==> src/rtl/log2_frac_iter.sv <==
// ---------------------------------------------------------------------------
// log2_frac_iter
//
// Purpose:
//   Iterative binary logarithm of a normalised mantissa. The operand is a
//   Q1.(W-1) value in [1,2). The block produces the NBITS fraction bits of
//   log2(operand), one bit per clock, by repeated squaring. Squaring doubles
//   the logarithm, so the integer bit that spills out of each square is the
//   next fraction bit. When that bit is 1 the square is renormalised back
//   into [1,2).
//
//   Configuration macro LOG2_ROUND_EN:
//     undefined (default) - the result is truncated after NBITS squares.
//     defined             - one extra guard square is run. Its bit is added
//                           to the result (round half-up), and the sum
//                           saturates at all-ones.
//
// Ports:
//   clk        rising-edge clock
//   rst        asynchronous reset, active low
//   in_valid   operand present on in_mant
//   in_ready   block is idle and will take an operand
//   in_mant    operand mantissa, MSB is the integer bit (must be 1)
//   out_valid  out_frac / out_err hold a result
//   out_ready  consumer takes the result
//   out_frac   log2 fraction, MSB has weight 2^-1
//   out_err    operand was illegal (integer bit was 0)
// ---------------------------------------------------------------------------
module log2_frac_iter #(
    parameter int W     = 8,
    parameter int NBITS = 8
) (
    input  logic             clk,
    input  logic             rst,
    input  logic             in_valid,
    output logic             in_ready,
    input  logic [W-1:0]     in_mant,
    output logic             out_valid,
    input  logic             out_ready,
    output logic [NBITS-1:0] out_frac,
    output logic             out_err
);

`ifdef LOG2_ROUND_EN
    localparam int STEPS = NBITS + 1;
`else
    localparam int STEPS = NBITS;
`endif
    localparam int CW = $clog2(STEPS + 1);

    typedef enum logic [1:0] {
        IDLE,
        SQUARE,
        DONE
    } state_t;

    state_t             state, state_next;
    logic [W-1:0]       m, m_next;
    logic [CW-1:0]      cnt, cnt_next;
    logic [NBITS-1:0]   frac, frac_next;
    logic               err, err_next;

    logic [2*W-1:0]     prod;
    logic               sq_bit;
    logic [W-1:0]       sq_m;
    logic               last_step;

    // Full-width square of the running mantissa. The product is Q2.(2W-2).
    // Its top bit tells whether the square reached [2,4).
    assign prod      = {{W{1'b0}}, m} * {{W{1'b0}}, m};
    assign sq_bit    = prod[2*W-1];
    assign sq_m      = sq_bit ? prod[2*W-1:W] : prod[2*W-2:W-1];
    assign last_step = (cnt == CW'(STEPS - 1));

    // State and datapath registers. Reset clears everything immediately,
    // which aborts any operation in flight.
    always_ff @(posedge clk or negedge rst) begin
        if (!rst) begin
            state <= IDLE;
            m     <= '0;
            cnt   <= '0;
            frac  <= '0;
            err   <= 1'b0;
        end else begin
            state <= state_next;
            m     <= m_next;
            cnt   <= cnt_next;
            frac  <= frac_next;
            err   <= err_next;
        end
    end

    // Next-state and datapath logic.
    //
    // An illegal operand still passes through one SQUARE cycle so that
    // out_valid rises one edge after acceptance. The err flag makes that
    // cycle a pass-through: no squaring and no bit emission.
    always_comb begin
        state_next = state;
        m_next     = m;
        cnt_next   = cnt;
        frac_next  = frac;
        err_next   = err;

        case (state)
            IDLE: begin
                if (in_valid) begin
                    cnt_next   = '0;
                    frac_next  = '0;
                    state_next = SQUARE;
                    if (in_mant[W-1]) begin
                        m_next   = in_mant;
                        err_next = 1'b0;
                    end else begin
                        err_next = 1'b1;
                    end
                end
            end

            SQUARE: begin
                if (err) begin
                    state_next = DONE;
                end else begin
                    m_next   = sq_m;
                    cnt_next = cnt + 1'b1;
`ifdef LOG2_ROUND_EN
                    // The final square yields the guard bit. It is added,
                    // not shifted in, and the sum is held at all-ones.
                    if (last_step) begin
                        if (sq_bit && (frac != {NBITS{1'b1}}))
                            frac_next = frac + 1'b1;
                    end else begin
                        frac_next = (frac << 1) | NBITS'(sq_bit);
                    end
`else
                    frac_next = (frac << 1) | NBITS'(sq_bit);
`endif
                    if (last_step)
                        state_next = DONE;
                end
            end

            DONE: begin
                if (out_ready)
                    state_next = IDLE;
            end

            default: begin
                state_next = IDLE;
            end
        endcase
    end

    assign in_ready  = (state == IDLE);
    assign out_valid = (state == DONE);
    assign out_frac  = frac;
    assign out_err   = err;

endmodule
==> config.mk <==
export PLATFORM = sky130hd
export DESIGN_NAME = log2_frac_iter
export DESIGN_NICKNAME = d
export VERILOG_FILES = /design/src/rtl/log2_frac_iter.sv
export SDC_FILE = /design/constraint.sdc
export NUM_CORES = 1
export LEC_CHECK = 0
export BUFFER_PORTS_ARGS = -buffer_cell sky130_fd_sc_hd__buf_4
export CORE_UTILIZATION = 60
export DETAILED_ROUTE_END_ITERATION = 7
export PLACE_DENSITY_LB_ADDON = 0.2
export SYNTH_ARGS = -nofsm -noshare
export SYNTH_HDL_FRONTEND = slang
export SYNTH_SLANG_ARGS = --single-unit
export TNS_END_PERCENT = 100
==> constraint.sdc <==
create_clock -name clk -period 10 [get_ports clk]
set_input_delay 2 -clock clk [delete_from_list [all_inputs] [get_ports clk]]
set_output_delay 2 -clock clk [all_outputs]
set_load 0.01 [all_outputs]
==> results.cfg, run 1 <==
[worst_setup_path]
slowest_stage = fa_1
crit_fanout = 9
worstSetupPathType = reg2reg
reg2reg_slack_ns = 4.57
crit_end = m[1]
r2r-start = m[5]
cpMostUsedCell = fa_1
cp.arrival_ns = 5.53
cp_data_required_time_ns = 10.10
worstRegToRegCells = 16
startpoint = m[5]
critPathMaxStageDelay_ns = 0.54
end_kind = flip-flop
r2r_end = m[1]
cp-start-kind = flip-flop
worstPathCellList = inv_1 -> nor2_1 -> fa_1 -> fa_1 -> inv_1 -> fa_1 -> fa_1 -> inv_1 -> ha_1 -> a21oi_1 -> nor3_1 -> o41a_1 -> a311oi_4 -> xor2_4 -> mux2i_1 -> o221ai_1

[synth]
muxShareOfSynthArea = 0.0302
ys_warn_count = 0
synthAdderAreaFrac = 0.322
yosys.area_share.simple = 0.155
synthDistinctLibCells = 35
synth_edf_count = 0
synth_compound_area_frac = 0.146
synth_ff_type = dfrtp_1
ys_ff_latch = 23
synthArstFlopShare = 1.00
synth_area_um2 = 2650
syn-instance-count = 292
synth_top_family_by_area = adder cells
synth_top_area_cell = dfrtp_1
synth_xor_area_frac = 0.0533
yosysTopAreaCellShare = 0.217
synth_top_cells_by_area = dfrtp_1 (22%), fa_1 (18%), ha_1 (14%), inv_1 (6.5%), nand2_1 (4.8%)
avgSynthCellArea_um2 = 9.09
ys_seq_area_frac = 0.217
syn_nets = 358

[final_layout]
finalNetCount = 377
area_delta_synth_final_pct = 9.19
antenna_cells = 0
mostFrequentLayoutCell = inv_1
drive_gt1_frac = 0.100
final_cell_mix = inv_1 (46), nand2_1 (34), ha_1 (30), fa_1 (24), dfrtp_1 (23)

[sta]
whs_ns = 0.513
hold_viol_final = 0
setup_viol = 0
skew_ns = 0.00149
slew_viol_final = 0
fin_crit_ns = 5.43
worst_pin_slew_ns = 0.968
fin_setup_tns_ns = 0
relSlewSlack = 0.353
finalCritPeriodShare = 0.543
rsz0062_at_grt = no
max_freq_mhz = 184

[worst_hold_path]
hold_path_class = reg2reg

[clock_tree]
ctsHtreeMaxLevel = 1
postCtsSetupRepairBufs = 0
cts.sinks = 23
ctsResizeCount = 0
cts.path.max_buffers = 2
insertion_delay_ns = 0.26
cts_root_buffer = clkbuf_8
clkTransAtPathRegs_ns = 0.08
numCtsBuffers = 3
cts_tree = built
postCtsHoldBufs = 0

[routing]
vias_per_cell = 5.57
wire_per_inst_um = 14.1
drcViolationCount = 0
drt_pass1_iterations = 4
drtAntennaViolNets = 0
drt_iter0_drc = 109
wirelength_mm = 5.07
vias = 2006

[status]
outcome = finished clean

[floorplanning]
die_x_um = 68.5
core_um2 = 4120
die-area_um2 = 4690
rows = 23
die_y_um = 68.5
start_util = 0.645
num_io_pins = 23

[global_routing]
grt_pass1_wl_mm = 9.08
grt_max_degree = 24
grtUsageTotal = 0.261
overflow = 0
grt_pass1_vias = 2027
antenna_found_initial = 0

[placement]
place_congestion = 0.923
dp_hpwl_mm = 4.27
io_buffers = 22

[flow_run]
drv_cap = 0
[how the worst min path moves through the flow]
stage,startpoint,endpoint,slack [ns],cells past startpoint
2_1_floorplan,cnt[0],cnt[0],0.49,1
3_3_place_gp,out_frac[7],out_frac[7],0.49,1
3_5_place_dp,out_frac[7],out_frac[7],0.49,1
4_1_cts,out_frac[7],out_frac[7],0.51,1
5_1_grt,out_frac[4],out_frac[4],0.56,1
6_report,out_frac[7],out_frac[7],0.51,1
[kinds of logic after synthesis]
group           count (synthesis)
flops                          23
fa+ha+maj                      54
buf+inv                        54
compound gates                 53
xor+xnor                       14
simple gates                   86
mux                             8
[synthesized netlist by cell type (all sizes together) (2+ instances only)]
cell type,count
xnor2,10
nand2,34
o221ai,7
a21oi,13
mux2i,8
a22o,11
a31oi,2
dfrtp,23
ha,30
o21ai,10
nor2,17
inv,46
nor2b,2
nor3,3
fa,24
a21o,2
nand2b,3
xor2,4
and2,17
or2,3
clkbuf,7
and3,5
[routing by layer]
metal	up-vias	global-route usage	routed length, um
li1	1002	-	-
met1	969	0.339	2370
met2	29	0.456	2560
met3	6	0.0247	93
met4	0	0.0807	44
met5	-	0	0
[registers in the layout (all words and copies together), names as in the netlist]
signal / flops
m: 8
out_frac: 8
state: 2
out_err: 1
cnt: 4
[through the flow]
step	util	instance area [um^2]	cells	setup slack [ns]
2_1_floorplan	-	2650	292	5.04
3_3_place_gp	0.693	2850	356	4.85
3_5_place_dp	0.693	2850	356	4.60
4_1_cts	0.704	2900	360	4.59
5_1_grt	0.704	2900	360	4.28
6_report	0.704	2900	360	4.57
[critical path: cells and delay by family, from the launching register on]
kind,cells,cell delay [ns]
buf+inv,3,0.26
xor+xnor,1,0.39
mux,1,0.26
flops,1,0.50
simple gates,2,0.30
compound gates,4,1.13
fa+ha+maj,5,2.42
[area by class of cell]
type | count | area [um^2]
Clock buffer | 3 | 41.3
Clock inverter | 1 | 5.00
Sequential cell | 23 | 576
Tap cell | 50 | 62.6
Fill cell | 349 | 1220
Multi-Input combinational cell | 215 | 1880
Timing Repair Buffer | 22 | 165
Inverter | 46 | 173
Power of run 1 is left out: the tool's default activity adds up to more than one toggle a clock period on the data nets, which glitch-free logic cannot reach.
==> run 2, diff against run 1 <==
Settings changed: ABC_AREA from default to 1.
Clock period 10 ns to 5.25 ns, I/O delays scaled along.
==> run 2 against run 1 <==
Effect of this change: cell area rose by 11%; area after synthesis rose by 12%; maximum frequency rose by 19%; sequential share of layout area fell by 2.0 points; critical path depth rose by 4; first-iteration DRC count rose by 64%; utilization fell by 2.6 points.
==> results.cfg, run 2 <==
[worst_setup_path]
worstSetupPathType = reg2reg
end_kind = flip-flop
worst-path-buf-inv = 4
cp.arrival_ns = 4.76
cpMostUsedCell = nand2_1
startpoint = m[5]
crit_end = m[0]
worstPathCellList = nand2_1 -> fa_1 -> inv_1 -> fa_1 -> fa_1 -> inv_1 -> fa_1 -> inv_1 -> ha_1 -> nand2_1 -> inv_2 -> nand2_1 -> nand2_1 -> a21oi_2 -> nand2_1 -> nand2_2 -> nand2_2 -> nand2_1 -> nand3_1 -> a21oi_1
path_delay_family = adder cells
slowest_stage = dfrtp_1
cp-start-kind = flip-flop
r2r_end = m[0]
r2r-start = m[5]
worstRegToRegCells = 20
critPathMaxStageDelay_ns = 0.60
path_depth = 20
cp_data_required_time_ns = 5.43
crit_fanout = 12
reg2reg_slack_ns = 0.67

[sta]
hold_viol_final = 0
rsz0062_at_grt = no
skew_ns = 0.00450
max_freq_mhz = 218
slew_viol_final = 0
fin_crit_ns = 4.58
setup_viol = 0
finalCritPeriodShare = 0.872
fin_setup_tns_ns = 0
worst_pin_slew_ns = 0.413
relSlewSlack = 0.725

[synth]
synthArstFlopShare = 1.00
ys_warn_count = 0
synth_top_cells_by_area = dfrtp_1 (19%), fa_1 (16%), nand2_1 (13%), inv_1 (13%), ha_1 (13%)
synth_top_cells_by_count = nand2_1 (104), inv_1 (102), ha_1 (30)
synth_top_area_cell = dfrtp_1
yosys.cell_count.top_type = nand2_1
syn_nets = 480
avgSynthCellArea_um2 = 7.16
syn-instance-count = 414
ys_ff_latch = 23
synth_edf_count = 0
synth_area_um2 = 2970
ys_seq_area_frac = 0.194
synth_ff_type = dfrtp_1
yosysTopAreaCellShare = 0.194
synthDistinctLibCells = 36

[clock_tree]
cts_tree = built
cts_root_buffer = clkbuf_8
postCtsSetupRepairBufs = 0
cts.path.max_buffers = 2
insertion_delay_ns = 0.26
postCtsHoldBufs = 0
ctsHtreeMaxLevel = 1
cts.sinks = 23
numCtsBuffers = 3
ctsResizeCount = 0
clkTransAtPathRegs_ns = 0.08

[placement]
place_congestion = 0.846
io_buffers = 22
dp_hpwl_mm = 5.23

[floorplanning]
rows = 25
die_x_um = 72.3
die_y_um = 72.3
start_util = 0.624
die-area_um2 = 5230
num_io_pins = 23
core_um2 = 4750

[routing]
drt_iter0_drc = 179
wire_per_inst_um = 12.3
wirelength_mm = 6.15
vias = 2504
vias_per_cell = 5.03
drcViolationCount = 0
drt_pass1_iterations = 4
drtAntennaViolNets = 0

[global_routing]
grt_pass1_vias = 2335
overflow = 0
grt_pass1_wl_mm = 10.4
grtUsageTotal = 0.256
antenna_found_initial = 0
grt_max_degree = 24

[final_layout]
mostFrequentLayoutCell = nand2_1
drive_gt1_frac = 0.109
final_cell_mix = nand2_1 (104), inv_1 (102), ha_1 (30), fa_1 (24), dfrtp_1 (23)
finalNetCount = 498
antenna_cells = 0
area_delta_synth_final_pct = 8.73

[worst_hold_path]
hold_path_class = reg2reg

[status]
outcome = finished clean

[flow_run]
drv_cap = 0
run 2: layout make-up:
cell class / instances / area (um^2)
Sequential cell: 23 / 576
Timing Repair Buffer: 22 / 165
Inverter: 109 / 414
Fill cell: 449 / 1530
Clock inverter: 1 / 5.00
Tap cell: 67 / 83.8
Multi-Input combinational cell: 273 / 1940
Clock buffer: 3 / 41.3
run 2: cell families after synthesis:
| family | count (synthesis) | synth area share |
|---|---|---|
| and+or+nand+nor | 172 | 0.264 |
| buffers and inverters | 118 | 0.152 |
| adders and majority gates | 54 | 0.289 |
| AOI/OAI and AO/OA | 39 | 0.0776 |
| DFF | 23 | 0.194 |
| xor gates and xnor gates | 7 | 0.0207 |
| muxes | 1 | 0.00338 |
run 2: how the worst min path moves through the flow:
stage / start / to / cells after the start
after floorplan: cnt[0] / cnt[0] / 1
after global routing: out_frac[7] / out_frac[7] / 2
after global placement: out_frac[7] / out_frac[7] / 2
after CTS: out_frac[7] / out_frac[7] / 2
after detailed placement: out_frac[7] / out_frac[7] / 2
final: out_frac[7] / out_frac[7] / 2
run 2: tightest hold or removal path, cell delays in order, from the launching register on:
cell,delay [ns]
dfrtp_1,0.35
nand2_1,0.05
o21ai_0,0.07
run 2: routing by layer:
| metal | track usage | routed length [um] | vias up |
|---|---|---|---|
| met3 | 0.0347 | 243 | 4 |
| met4 | 0.0240 | 19 | 0 |
| met5 | 0 | 0 | - |
| met2 | 0.409 | 2910 | 41 |
| met1 | 0.387 | 2970 | 1167 |
| li1 | - | - | 1292 |
run 2: stage by stage:
step	hold WS, ns	area [um^2]	worst slack, ns	std cells	util
after global placement	0.470	3180	0.821	494	0.668
after detailed placement	0.490	3180	0.721	494	0.668
after global routing	0.544	3220	0.266	498	0.678
final	0.503	3220	0.673	498	0.678
after CTS	0.511	3220	0.699	498	0.678
after floorplan	0.478	2970	1.01	414	-
Power of run 2 is left out for the same reason.
